--- config.mk ---
export PLATFORM = sky130hd
export DESIGN_NAME = usb_rx_packet_engine
export DESIGN_NICKNAME = d
export VERILOG_FILES = /design/src/rtl/usb_rx_packet_engine.sv
export SDC_FILE = /design/constraint.sdc
export NUM_CORES = 1
export LEC_CHECK = 0
export CAP_MARGIN = 20
export CORE_UTILIZATION = 50
export CTS_BUF_LIST = sky130_fd_sc_hd__clkbuf_16
export CTS_CLUSTER_DIAMETER = 150
export DETAILED_ROUTE_END_ITERATION = 12
export GPL_ROUTABILITY_DRIVEN = 1
export PLACE_DENSITY = 0.66
export SLEW_MARGIN = 20
export SYNTH_ARGS = -nofsm -noshare
export SYNTH_HDL_FRONTEND = slang
export SYNTH_SLANG_ARGS = --single-unit
--- constraint.sdc ---
create_clock -name clk -period 5.4 [get_ports clk]
set_input_delay 0.54 -clock clk [delete_from_list [all_inputs] [get_ports clk]]
set_output_delay 0.54 -clock clk [all_outputs]
set_load 0.02 [all_outputs]
--- src/rtl/usb_rx_packet_engine.sv ---
// Full-speed USB receive path: line synchronisers, NRZI decode, bit unstuffing,
// PID and CRC5/CRC16 checking, and a byte FIFO tagged with end-of-packet markers.
module usb_rx_packet_engine #(
  parameter int unsigned CLKS_PER_BIT = 8,
  parameter int unsigned FIFO_DEPTH   = 8
) (
  input  logic                        clk,
  input  logic                        rst,
  input  logic                        d_plus_in,
  input  logic                        d_minus_in,
  output logic [7:0]                  rx_data,
  output logic                        rx_last,
  output logic                        rx_valid,
  input  logic                        rx_ready,
  output logic                        pkt_done,
  output logic [2:0]                  pkt_status,
  output logic                        rx_busy,
  output logic [$clog2(FIFO_DEPTH):0] fifo_count
);

  localparam int unsigned CW = $clog2(CLKS_PER_BIT);
  localparam int unsigned AW = $clog2(FIFO_DEPTH);
  localparam logic [CW-1:0] SAMPLE_AT = CW'(CLKS_PER_BIT / 2 - 1);
  localparam logic [CW-1:0] CNT_LAST  = CW'(CLKS_PER_BIT - 1);
  localparam logic [AW:0]   FULL_CNT  = (AW+1)'(FIFO_DEPTH);

  typedef enum logic [2:0] {
    S_IDLE, S_SYNC, S_PID, S_DATA, S_EOP_WAIT, S_ERR_WAIT
  } state_e;

  typedef enum logic [2:0] {
    ST_OK = 3'd0, ST_CRC = 3'd1, ST_PID = 3'd2, ST_STUFF = 3'd3,
    ST_OVF = 3'd4, ST_SYNC = 3'd5, ST_SHORT = 3'd6
  } status_e;

  logic          dp_s1_q, dp_s2_q, dm_s1_q, dm_s2_q, dp_prev_q;
  logic [CW-1:0] cnt_q;
  logic          dp_edge, sample, se0, jst;

  always_ff @(posedge clk or posedge rst) begin
    if (rst) begin
      dp_s1_q   <= 1'b1;
      dp_s2_q   <= 1'b1;
      dm_s1_q   <= 1'b0;
      dm_s2_q   <= 1'b0;
      dp_prev_q <= 1'b1;
      cnt_q     <= '0;
    end else begin
      dp_s1_q   <= d_plus_in;
      dp_s2_q   <= dp_s1_q;
      dm_s1_q   <= d_minus_in;
      dm_s2_q   <= dm_s1_q;
      dp_prev_q <= dp_s2_q;
      if (dp_edge || cnt_q == CNT_LAST) cnt_q <= '0;
      else                              cnt_q <= cnt_q + 1'b1;
    end
  end

  assign dp_edge = dp_s2_q ^ dp_prev_q;
  assign sample  = !dp_edge && (cnt_q == SAMPLE_AT);
  assign se0     = !dp_s2_q && !dm_s2_q;
  assign jst     = dp_s2_q && !dm_s2_q;

  state_e        state_q, state_d;
  status_e       status_q, status_d, err_code, fin_code;
  logic          level_q, level_d;
  logic [2:0]    ones_q, ones_d, bitcnt_q, bitcnt_d;
  logic [6:0]    sr_q, sr_d;
  logic [1:0]    mode_q, mode_d;
  logic [4:0]    crc5_q, crc5_d;
  logic [15:0]   crc16_q, crc16_d;
  logic [7:0]    stg_q, stg_d, push_data, byte_w;
  logic          stg_vld_q, stg_vld_d, ovf_q, ovf_d, done_q, done_d;
  logic          push, push_last, err_v, fin_v, bit_ok, dbit, crc_bad;
  logic          full, pop, ovf_now, wr_en;
  logic [AW:0]   count_q;

  assign crc_bad = (mode_q == 2'b01) ? (crc5_q != 5'b01100) :
                   (mode_q == 2'b11) ? (crc16_q != 16'h800D) : 1'b0;

  always_comb begin
    state_d   = state_q;
    level_d   = level_q;
    ones_d    = ones_q;
    bitcnt_d  = bitcnt_q;
    sr_d      = sr_q;
    mode_d    = mode_q;
    crc5_d    = crc5_q;
    crc16_d   = crc16_q;
    stg_d     = stg_q;
    stg_vld_d = stg_vld_q;
    ovf_d     = ovf_q;
    done_d    = 1'b0;
    status_d  = status_q;
    push      = 1'b0;
    push_data = stg_q;
    push_last = 1'b0;
    err_v     = 1'b0;
    err_code  = ST_OK;
    fin_v     = 1'b0;
    fin_code  = ST_OK;
    bit_ok    = 1'b0;
    dbit      = (dp_s2_q == level_q);
    byte_w    = {dbit, sr_q};

    unique case (state_q)
      S_IDLE: begin
        level_d   = 1'b1;
        ones_d    = '0;
        bitcnt_d  = '0;
        stg_vld_d = 1'b0;
        crc5_d    = '1;
        crc16_d   = '1;
        if (dp_prev_q && !dp_s2_q) state_d = S_SYNC;
      end
      S_SYNC, S_PID, S_DATA: begin
        if (sample) begin
          if (se0) begin
            if (state_q != S_DATA) begin
              err_v    = 1'b1;
              err_code = ST_SHORT;
            end else begin
              fin_v = 1'b1;
              if (bitcnt_q != '0) fin_code = ST_SHORT;
              else if (crc_bad)   fin_code = ST_CRC;
              push      = stg_vld_q;
              push_last = 1'b1;
              state_d   = S_EOP_WAIT;
            end
          end else begin
            level_d = dp_s2_q;
            // Seventh bit after six ones is the stuff slot: consumed, never shifted in.
            if (ones_q == 3'd6) begin
              if (dbit) begin
                err_v    = 1'b1;
                err_code = ST_STUFF;
              end else begin
                ones_d = '0;
              end
            end else begin
              ones_d = dbit ? ones_q + 3'd1 : '0;
              bit_ok = 1'b1;
            end
          end
        end
        if (bit_ok) begin
          sr_d     = byte_w[7:1];
          bitcnt_d = bitcnt_q + 3'd1;
          if (state_q == S_DATA) begin
            crc5_d  = {crc5_q[3:0], 1'b0} ^ ((dbit ^ crc5_q[4]) ? 5'h05 : 5'h00);
            crc16_d = {crc16_q[14:0], 1'b0} ^ ((dbit ^ crc16_q[15]) ? 16'h8005 : 16'h0000);
          end
          if (bitcnt_q == 3'd7) begin
            if (state_q == S_SYNC) begin
              if (byte_w != 8'h80) begin
                err_v    = 1'b1;
                err_code = ST_SYNC;
              end else begin
                state_d = S_PID;
              end
            end else if (state_q == S_PID) begin
              if (byte_w[7:4] != ~byte_w[3:0]) begin
                err_v     = 1'b1;
                err_code  = ST_PID;
                push      = 1'b1;
                push_data = byte_w;
                push_last = 1'b1;
              end else begin
                state_d   = S_DATA;
                stg_d     = byte_w;
                stg_vld_d = 1'b1;
                mode_d    = byte_w[1:0];
              end
            end else if (!mode_q[0]) begin
              err_v    = 1'b1;
              err_code = ST_SHORT;
            end else begin
              push      = stg_vld_q;
              stg_d     = byte_w;
              stg_vld_d = 1'b1;
            end
          end
        end
        if (err_v) begin
          if (stg_vld_q) begin
            push      = 1'b1;
            push_data = stg_q;
            push_last = 1'b1;
          end
          done_d   = 1'b1;
          status_d = err_code;
          state_d  = S_ERR_WAIT;
        end
      end
      S_ERR_WAIT: if (sample && se0) state_d = S_EOP_WAIT;
      S_EOP_WAIT: if (sample && jst) state_d = S_IDLE;
      default:    state_d = S_IDLE;
    endcase

    ovf_now = push && full && !pop;
    if (state_q == S_IDLE) ovf_d = 1'b0;
    else if (ovf_now)      ovf_d = 1'b1;
    if (fin_v) begin
      done_d   = 1'b1;
      status_d = (fin_code == ST_OK && (ovf_q || ovf_now)) ? ST_OVF : fin_code;
    end
  end

  always_ff @(posedge clk or posedge rst) begin
    if (rst) begin
      state_q   <= S_IDLE;
      status_q  <= ST_OK;
      level_q   <= 1'b1;
      ones_q    <= '0;
      bitcnt_q  <= '0;
      sr_q      <= '0;
      mode_q    <= '0;
      crc5_q    <= '1;
      crc16_q   <= '1;
      stg_q     <= '0;
      stg_vld_q <= 1'b0;
      ovf_q     <= 1'b0;
      done_q    <= 1'b0;
    end else begin
      state_q   <= state_d;
      status_q  <= status_d;
      level_q   <= level_d;
      ones_q    <= ones_d;
      bitcnt_q  <= bitcnt_d;
      sr_q      <= sr_d;
      mode_q    <= mode_d;
      crc5_q    <= crc5_d;
      crc16_q   <= crc16_d;
      stg_q     <= stg_d;
      stg_vld_q <= stg_vld_d;
      ovf_q     <= ovf_d;
      done_q    <= done_d;
    end
  end

  logic [7:0]    mem_data_q [FIFO_DEPTH];
  logic          mem_last_q [FIFO_DEPTH];
  logic [AW-1:0] wptr_q, rptr_q;
  logic [7:0]    hold_data_q;
  logic          hold_last_q;

  assign full  = (count_q == FULL_CNT);
  assign pop   = rx_valid && rx_ready;
  assign wr_en = push && (!full || pop);

  always_ff @(posedge clk) begin
    if (wr_en) begin
      mem_data_q[wptr_q] <= push_data;
      mem_last_q[wptr_q] <= push_last;
    end
  end

  always_ff @(posedge clk or posedge rst) begin
    if (rst) begin
      wptr_q      <= '0;
      rptr_q      <= '0;
      count_q     <= '0;
      hold_data_q <= '0;
      hold_last_q <= 1'b0;
    end else begin
      if (wr_en) wptr_q <= wptr_q + 1'b1;
      if (pop) begin
        rptr_q      <= rptr_q + 1'b1;
        hold_data_q <= mem_data_q[rptr_q];
        hold_last_q <= mem_last_q[rptr_q];
      end
      count_q <= count_q + (AW+1)'(wr_en) - (AW+1)'(pop);
    end
  end

  assign rx_valid   = (count_q != '0);
  assign rx_data    = rx_valid ? mem_data_q[rptr_q] : hold_data_q;
  assign rx_last    = rx_valid ? mem_last_q[rptr_q] : hold_last_q;
  assign pkt_done   = done_q;
  assign pkt_status = status_q;
  assign rx_busy    = (state_q != S_IDLE);
  assign fifo_count = count_q;

endmodule

==> results of run 1 <==
[power groups by stage]
stage / Sequential (mW) / Clock (mW) / Combinational [mW]
6_report: 1.45 / 1.08 / 0.613
5_1_grt: 1.47 / 1.15 / 0.683
4_1_cts: 1.45 / 1.10 / 0.621
3_5_place_dp: 1.48 / 0 / 0.618
3_3_place_gp: 1.47 / 0 / 0.602
2_1_floorplan: 1.40 / 0 / 0.488
[worst max-delay path: stages, from the launching register on]
cell and delay (ps):
dfstp_2 680, inv_1 100, ha_1 360, o211a_1 160, and3_1 280, a311oi_1 460
a21oi_2 140, o21ai_2 550, ha_1 260, inv_1 70, ha_1 270, a21o_1 160
a21oi_1 170, xor2_1 170
[worst max-delay path by stage]
stage	cells after the start	end	startpoint	slack [ps]
floorplan	10	mem_data_q[0][0]$_DFFE_PP_	dp_s2_q$_DFF_PP1_	1900
global placement	8	mem_data_q[3][1]$_DFFE_PP_	dp_s2_q$_DFF_PP1_	1700
detailed placement	8	mem_data_q[6][2]$_DFFE_PP_	dp_s2_q$_DFF_PP1_	1640
CTS	13	fifo_count[3]$_DFF_PP0_	dp_s2_q$_DFF_PP1_	1550
global route	13	fifo_count[3]$_DFF_PP0_	dp_s2_q$_DFF_PP1_	1300
finish	13	fifo_count[3]$_DFF_PP0_	dp_s2_q$_DFF_PP1_	1510
[synthesized netlist by cell type (all sizes together) (5+ instances only)]
| cell | n | area share |
|---|---|---|
| mux2 | 27 | 0.048 |
| inv | 19 | 0.010 |
| nand2 | 43 | 0.024 |
| nand3 | 5 | 0.0036 |
| nor2 | 61 | 0.033 |
| ha | 17 | 0.030 |
| buf | 12 | 0.011 |
| dfrtp | 56 | 0.20 |
| clkbuf | 13 | 0.0070 |
| edfxtp | 72 | 0.31 |
| o21ai | 28 | 0.021 |
| dfstp | 25 | 0.094 |
| nor3 | 14 | 0.010 |
| mux4 | 18 | 0.058 |
| a21oi | 33 | 0.024 |
| mux2i | 10 | 0.014 |
| xor2 | 9 | 0.011 |
| nor4 | 6 | 0.0054 |
| xnor2 | 7 | 0.011 |
[routing by layer]
metal | wire, um | GRT usage
met1 | 5398 | 0.2406
met5 | 0 | 0
met4 | 198 | 0.07500
met2 | 6078 | 0.3068
met3 | 320 | 0.04953
[sequential cells by signal, indices dropped and copies added, names as in the netlist, 2 cells and up]
| register | count |
|---|---|
| rptr_q | 3 |
| cnt_q | 3 |
| mode_q | 2 |
| pkt_status | 3 |
| crc16_q | 16 |
| fifo_count | 4 |
| mem_last_q | 8 |
| crc5_q | 5 |
| hold_data_q | 8 |
| bitcnt_q | 3 |
| sr_q | 7 |
| ones_q | 3 |
| mem_data_q | 64 |
| wptr_q | 3 |
| state_q | 3 |
| stg_q | 8 |
[cell families after synthesis]
family,after synthesis,synth area share
flip-flops,153,0.6044
AO/OA/AOI/OAI,87,0.07669
adder cells (fa/ha/maj),18,0.03333
XOR/XNOR,17,0.02598
multiplexers,55,0.1202
AND/OR/NAND/NOR,155,0.1109
buffers and inverters,45,0.02849
[layout make-up]
type,instances,share of cell area
clock inverters,14,0.01420
clock buffers,17,0.05364
flip-flops and latches,153,0.5322
well taps,176,0.02777
repair buffers,31,0.03629
multi-input cells,332,0.3263
inverters,20,0.009624
[through the flow]
stage                       util  cell area [um^2]  setup WS (ps)  hold slack, ps
final                     0.5895              7930           1507           347.0
after global routing      0.5895              7930           1302           351.4
after CTS                 0.5884              7916           1555           347.5
after detailed placement  0.5485              7378           1636           334.7
after global placement    0.5481              7373           1702           332.0
after floorplan                -              6983           1898           331.2
[placed cells by master (no fill, tap or decap), drive strengths merged, types with 4 or more instances in the layout]
cell type,count
edfxtp,72
nor2,61
dfrtp,56
nand2,43
a21oi,33
o21ai,28
mux2,27
dfstp,25
clkdlybuf4s50,23
inv,22
mux4,18
ha,17
clkbuf,17
nor3,14
mux2i,10
xor2,9
buf,8
xnor2,7
clkinv,7
nor4,6
nand3,5
clkinvlp,4
==> impl_metrics.ini, run 1 <==
[grt]
grt_pass1_wl_um = 20500
antenna_found_initial = 0
gr-total-overflow = 0
grt_pass1_vias = 4159
track_usage = 0.1883
grt_max_degree = 62

[clock_tree]
clock_latency_ps = 420
cts_tree = yes
cts-resized-gates = 0
clk_pin_slew_ps = 60
clockBufferDepth = 2
cts_root_buffer = clkbuf_16
postCtsHoldBufs = 0
clock_sink_count = 153
cts_buffers = 17
cts-htree-levels = 4
cts_setup_buffers = 0

[final_layout]
nNetsFinal = 578
final.fill_count = 1058
multiInputGateArea_um2 = 2587
antenna_cells = 0
synthToLayoutAreaGrowth_pct = 13.56
drive_gt1_frac = 0.2187
finalNonFillerCells = 743
seq_area_um2 = 4220

[drt]
drt-initial-drc-count = 245
ant_nets = 0
drtPass1Iterations = 4
vias = 4051
wl_um = 12000
route.detailed.drc = 0
wl_per_cell_um = 16.14
vias_per_cell = 5.452

[critical_path]
r2r-end = fifo_count[3]$_DFF_PP0_
path_max_fanout = 11
critPathLaunchType = flop
worstSetupPathType = flop to flop
reg2reg_slack_ps = 1510
r2r_cells = 13
cp-end-kind = flop
required_ps = 5740
worstPathArrival_ps = 4240
rr_startpoint = dp_s2_q$_DFF_PP1_

[die]
fp.dieW_um = 120.2
start_util = 0.5191
die-area_um2 = 14440
io_pins = 24
rows = 42
die_h_um = 120.2
coreArea_um2 = 13450

[pwr]
seq_power_share = 0.462
ir_drop_uv = 280.3
p_comb_frac = 0.195
p_clk_frac = 0.343
netSwitchingPower_mw = 0.9291
p_leak_nw = 3.243
p_int_mw = 2.214
cellPowerDensity_nw_per_um2 = 396.4
power.total_mw = 3.144
switching_share = 0.2956

[sta]
fin_crit_sh = 0.7209
drv_slew = 0
setup_viol = 0
max_freq_mhz = 256.9
hold_violations = 0
period_minus_slack_ps = 3893
worstMarginPinSlew_ps = 1013
final.setup.tns_ps = 0
fin_worst_skew_ps = 10.13
slew_headroom = 0.3227
rsz0062_at_grt = false

[placement]
gp_congestion = 0.8855
dp_hpwl_um = 8281
io_buffers = 23
dp.cells = 712

[logic_synthesis]
synth_edf_count = 72
synth.avg_cell_area_um2 = 13.18
synth_cell_types = 63
netlist_area_um2 = 6983
synth_nets = 553
async_flop_share = 0.5294
ys_seq_area_frac = 0.6044
synth_ff_type = edfxtp_1
ys_seq_elements = 153
yosysWarnings = 0
syn_inst = 530

[worst_hold_path]
hold_class = flop to flop
min_path_cells = 0
holdPathEnd = dm_s2_q$_DFF_PP0_
hold_start = dm_s1_q$_DFF_PP0_

[job]
maxCapViolations = 0

[status]
status = finished clean
(Power assumes the default switching activity.)
==> run 2: changes to the inputs <==
PLACE_DENSITY = 0.69   (was 0.66)
clock period = 3.55 ns   (was 5.4 ns; I/O delays follow)
==> impl_metrics.ini, run 2 (synthesized netlist as in run 1, its figures left out) <==
[status]
status = finished clean

[critical_path]
reg2reg_slack_ps = 270
worstPathArrival_ps = 3570
cp-end-kind = flop
required_ps = 3850
path_cells = inv_1, ha_1, o211a_1, nand3_1, or3_1, a21oi_1, o21ai_2, ha_1, inv_1, ha_1, fa_1, xor2_1
path_delay_family = adder cells
worstSetupPathType = flop to flop
cp.depth = 12
slowest_stage = dfstp_2
critPathLaunchType = flop
endpoint = fifo_count[2]$_DFF_PP0_
r2r-end = fifo_count[2]$_DFF_PP0_
r2r_cells = 12
rr_startpoint = dp_s2_q$_DFF_PP1_
cpMostUsedCell = ha_1
critPathLaunch = dp_s2_q$_DFF_PP1_
worst-path-buf-inv = 2
path_max_fanout = 5
cpPeakStageDelay_ps = 530

[drt]
ant_nets = 0
drt-initial-drc-count = 367
route.detailed.drc = 0
wl_um = 12560
wl_per_cell_um = 16.61
vias_per_cell = 5.606
vias = 4238
drtPass1Iterations = 5

[worst_hold_path]
hold_class = primary input to asynchronous set/reset pin

[final_layout]
drive_gt1_frac = 0.2345
largestRegisters = mem_data_q x64, crc16_q x16
largest_register_ffs = 64
nNetsFinal = 590
layout_commonest_cell = edfxtp_1
finalNonFillerCells = 756
largest_register = mem_data_q
antenna_cells = 0
stdcell_area_um2 = 8070
final_cell_mix = 72 x edfxtp_1, 60 x nor2_1, 56 x dfrtp_1
final.fill_count = 1031
synthToLayoutAreaGrowth_pct = 15.57

[grt]
gr-total-overflow = 0
grt_pass1_wl_um = 21180
antenna_found_initial = 0
track_usage = 0.1935
grt_max_degree = 42
grt_pass1_vias = 4184

[pwr]
ir_drop_uv = 331.5
seq_power_share = 0.436
p_int_mw = 3.533
p_comb_frac = 0.200
power.total_mw = 4.980
switching_share = 0.2906
cellPowerDensity_nw_per_um2 = 617.1
p_leak_nw = 3.278
p_clk_frac = 0.364
netSwitchingPower_mw = 1.447

[placement]
io_buffers = 23
dp_hpwl_um = 8709
dp.cells = 724
dpl-instance-area_um2 = 7471
gp_congestion = 0.8285

[die]
start_util = 0.5191
coreArea_um2 = 13450
die-area_um2 = 14440
rows = 42
io_pins = 24
fp.dieW_um = 120.2
die_h_um = 120.2

[clock_tree]
cts_buffers = 17
cts_tree = yes
cts-resized-gates = 0
cts_root_buffer = clkbuf_16
clk_pin_slew_ps = 60
postCtsHoldBufs = 0
cts_setup_buffers = 0
clock_sink_count = 153
cts-htree-levels = 4
clockBufferDepth = 2
clock_latency_ps = 420

[sta]
setup_viol = 0
hold_violations = 0
max_freq_mhz = 305.3
worstMarginPinSlew_ps = 849.4
drv_slew = 0
fin_crit_sh = 0.9226
slew_headroom = 0.4338
fin_worst_skew_ps = 7.726
period_minus_slack_ps = 3275
final.setup.tns_ps = 0
rsz0062_at_grt = false
hold_slack_ps = 195.8

[job]
maxCapViolations = 0
[run 2: changes by cell type in the layout (fill, tap and decap cells not counted), sizes merged]
cell / before / now
inv: 22 / 21
clkinv: 7 / 9
buf: 8 / 20
clkinvlp: 4 / 2
bufinv: 1 / 3
[run 2: worst min-delay path by stage]
stage | cells after the start | startpoint | to
2_1_floorplan | 0 | dm_s1_q$_DFF_PP0_ | dm_s2_q$_DFF_PP0_
3_3_place_gp | 0 | dm_s1_q$_DFF_PP0_ | dm_s2_q$_DFF_PP0_
3_5_place_dp | 0 | dm_s1_q$_DFF_PP0_ | dm_s2_q$_DFF_PP0_
4_1_cts | 2 | rst | hold_data_q[1]$_DFFE_PP0P_
5_1_grt | 2 | rst | hold_data_q[3]$_DFFE_PP0P_
6_report | 2 | rst | rptr_q[0]$_DFFE_PP0P_
[run 2: area by class of cell]
| type | count | area (um^2) | area share |
|---|---|---|---|
| Clock buffer | 17 | 425.4 | 0.05271 |
| Clock inverter | 15 | 173.9 | 0.02155 |
| Inverter | 20 | 76.32 | 0.009457 |
| Multi-Input combinational cell | 332 | 2574 | 0.3189 |
| Sequential cell | 153 | 4220 | 0.5229 |
| Tap cell | 176 | 220.2 | 0.02729 |
| Timing Repair Buffer | 43 | 380.4 | 0.04713 |
[run 2: power by group through the flow]
stage	Sequential [mW]	Clock [mW]	Combinational [mW]
2_1_floorplan	2.12	0	0.735
3_3_place_gp	2.20	0	0.968
3_5_place_dp	2.21	0	0.997
4_1_cts	2.17	1.86	1.01
5_1_grt	2.19	1.92	1.10
6_report	2.17	1.81	0.995
[run 2: worst reg2reg max path, delay by kind of cell, from the launching register on]
family	cells	cell delay, ps
compound gates	3	570
xor+xnor	1	170
fa+ha+maj	4	1220
buf+inv	2	90
flops	1	530
simple gates	2	560
[run 2: per-stage QoR]
step / util / worst slack [ps]
2_1_floorplan: - / 48.47
5_1_grt: 0.5999 / 121.3
3_3_place_gp: 0.5553 / 403.2
6_report: 0.5999 / 274.9
3_5_place_dp: 0.5553 / 319.0
4_1_cts: 0.5999 / 283.5
[run 2: layer usage]
layer / vias to the layer above / share of wire / track usage
li1: 2006 / - / -
met1: 2116 / 0.43 / 0.2463
met2: 91 / 0.52 / 0.3247
met3: 25 / 0.038 / 0.04434
met4: 0 / 0.020 / 0.06953
met5: - / 0 / 0
==> run 3: changes to the inputs <==
CORE_UTILIZATION = 55   (was 50)
CTS_CLUSTER_SIZE = 10   (was default)
PLACE_DENSITY = 0.75   (was 0.69)
==> impl_metrics.ini, run 3 (synthesized netlist as in run 1, its figures left out) <==
[status]
status = finished clean

[final_layout]
largest_register_ffs = 64
finish.utilization = 0.6596
drive_gt1_frac = 0.2340
largestRegisters = mem_data_q x64, crc16_q x16
antenna_cells = 0
nNetsFinal = 587
largest_register = mem_data_q
final_cell_mix = 72 x edfxtp_1, 60 x nor2_1, 56 x dfrtp_1
multiInputGateArea_um2 = 2574
seq_area_um2 = 4220
synthToLayoutAreaGrowth_pct = 15.36
layout_commonest_cell = edfxtp_1
final.fill_count = 933

[placement]
dp_hpwl_um = 8463
gp_congestion = 0.7906
io_buffers = 23

[critical_path]
cp-end-kind = flop
worstPathArrival_ps = 3600
r2r_cells = 12
cpMostUsedCell = ha_1
critPathLaunchType = flop
worstSetupPathType = flop to flop
cpPeakStageDelay_ps = 520
path_cells = inv_1, ha_1, o211a_1, nand3_1, or3_1, a21oi_1, o21ai_2, ha_1, inv_1, ha_1, fa_1, xor2_1
required_ps = 3860
worst-path-buf-inv = 2
path_delay_family = adder cells
cp.depth = 12
path_max_fanout = 5
slowest_stage = dfstp_2

[pwr]
ir_drop_uv = 475.2
cellPowerDensity_nw_per_um2 = 620.8
p_leak_nw = 3.267
power.total_mw = 5.001

[drt]
route.detailed.drc = 0
wl_um = 12320
ant_nets = 0
vias = 4195
drtPass1Iterations = 4
wl_per_cell_um = 16.54
vias_per_cell = 5.631
drt-initial-drc-count = 196

[clock_tree]
cts_tree = yes
cts_setup_buffers = 0
clk_pin_slew_ps = 60
clockBufferDepth = 2
postCtsHoldBufs = 0
cts_root_buffer = clkbuf_16
cts-htree-levels = 4
cts-resized-gates = 0
cts_buffers = 17
clock_latency_ps = 420
clock_sink_count = 153

[die]
die-area_um2 = 13150
die_h_um = 114.7
start_util = 0.5718
fp.dieW_um = 114.7
coreArea_um2 = 12210
rows = 40
io_pins = 24

[grt]
grt_max_degree = 53
grt_pass1_vias = 4315
track_usage = 0.2131
antenna_found_initial = 0
gr-total-overflow = 0
grt_pass1_wl_um = 20890

[sta]
rsz0062_at_grt = false
fin_crit_sh = 0.9295
setup_viol = 0
hold_violations = 0
fin_worst_skew_ps = 8.049
hold_slack_ps = 343.0
drv_slew = 0
max_freq_mhz = 303.1
final.setup.tns_ps = 0
slew_headroom = 0.4148
period_minus_slack_ps = 3300
worstMarginPinSlew_ps = 877.8

[worst_hold_path]
min_path_cells = 1
hold_class = primary input to flop

[job]
maxCapViolations = 0
[run 3: cell types whose count changed in the layout (fill, tap and decap cells not counted), sizes merged]
cell / before / now
buf: 20 / 17
inv: 21 / 22
clkinvlp: 2 / 3
clkinv: 9 / 7
[run 3: where the power goes]
part,leakage (nW),total (mW),internal [mW],switching (mW)
Combinational,1.19,0.973,0.441,0.532
Clock,0.292,1.86,1.12,0.737
Sequential,1.79,2.17,1.97,0.198
[run 3: through the flow]
stage / area, um^2 / instances / worst slack [ps]
2_1_floorplan: 6983 / 530 / 48.47
3_3_place_gp: 7438 / 713 / 384.4
3_5_place_dp: 7438 / 713 / 307.0
4_1_cts: 8055 / 745 / 273.4
5_1_grt: 8055 / 745 / 41.32
6_report: 8055 / 745 / 250.3
[run 3: layer usage]
metal / wire length (um) / track usage
met1: 5232 / 0.2439
met2: 6436 / 0.3749
met3: 396 / 0.05558
met4: 256 / 0.09697
met5: 0 / 0
[run 3: path summary, 6_finish.rpt]
| path | from | endpoint | slack [ps] |
|---|---|---|---|
| setup / recovery | dp_s2_q$_DFF_PP1_ | fifo_count[2]$_DFF_PP0_ | 250 |
| hold / removal | d_plus_in | dp_s1_q$_DFF_PP1_ | 340 |
| setup reg to reg | dp_s2_q$_DFF_PP1_ | fifo_count[2]$_DFF_PP0_ | 250 |
| hold reg to reg | dm_s1_q$_DFF_PP0_ | dm_s2_q$_DFF_PP0_ | 350 |
| max in group asynchronous | rst | sr_q[0]$_DFFE_PP0P_ | 2370 |
| min in group asynchronous | rst | fifo_count[3]$_DFF_PP0_ | 400 |
[run 3: area by class of cell]
class,instances,share of cell area
inverter,20,0.009475
sequential,153,0.5239
multi-input combinational,332,0.3195
clock inverter,15,0.02377
tap,168,0.02610
clock buffer,17,0.05281
timing repair buffer,40,0.04442
[run 3: worst register-to-register path, stage by stage (launching register included)]
cell and delay, ps:
dfstp_2 520, inv_1 50, ha_1 350, o211a_1 210, nand3_1 160, or3_1 400
a21oi_1 270, o21ai_2 130, ha_1 310, inv_1 40, ha_1 200, fa_1 380
xor2_1 170
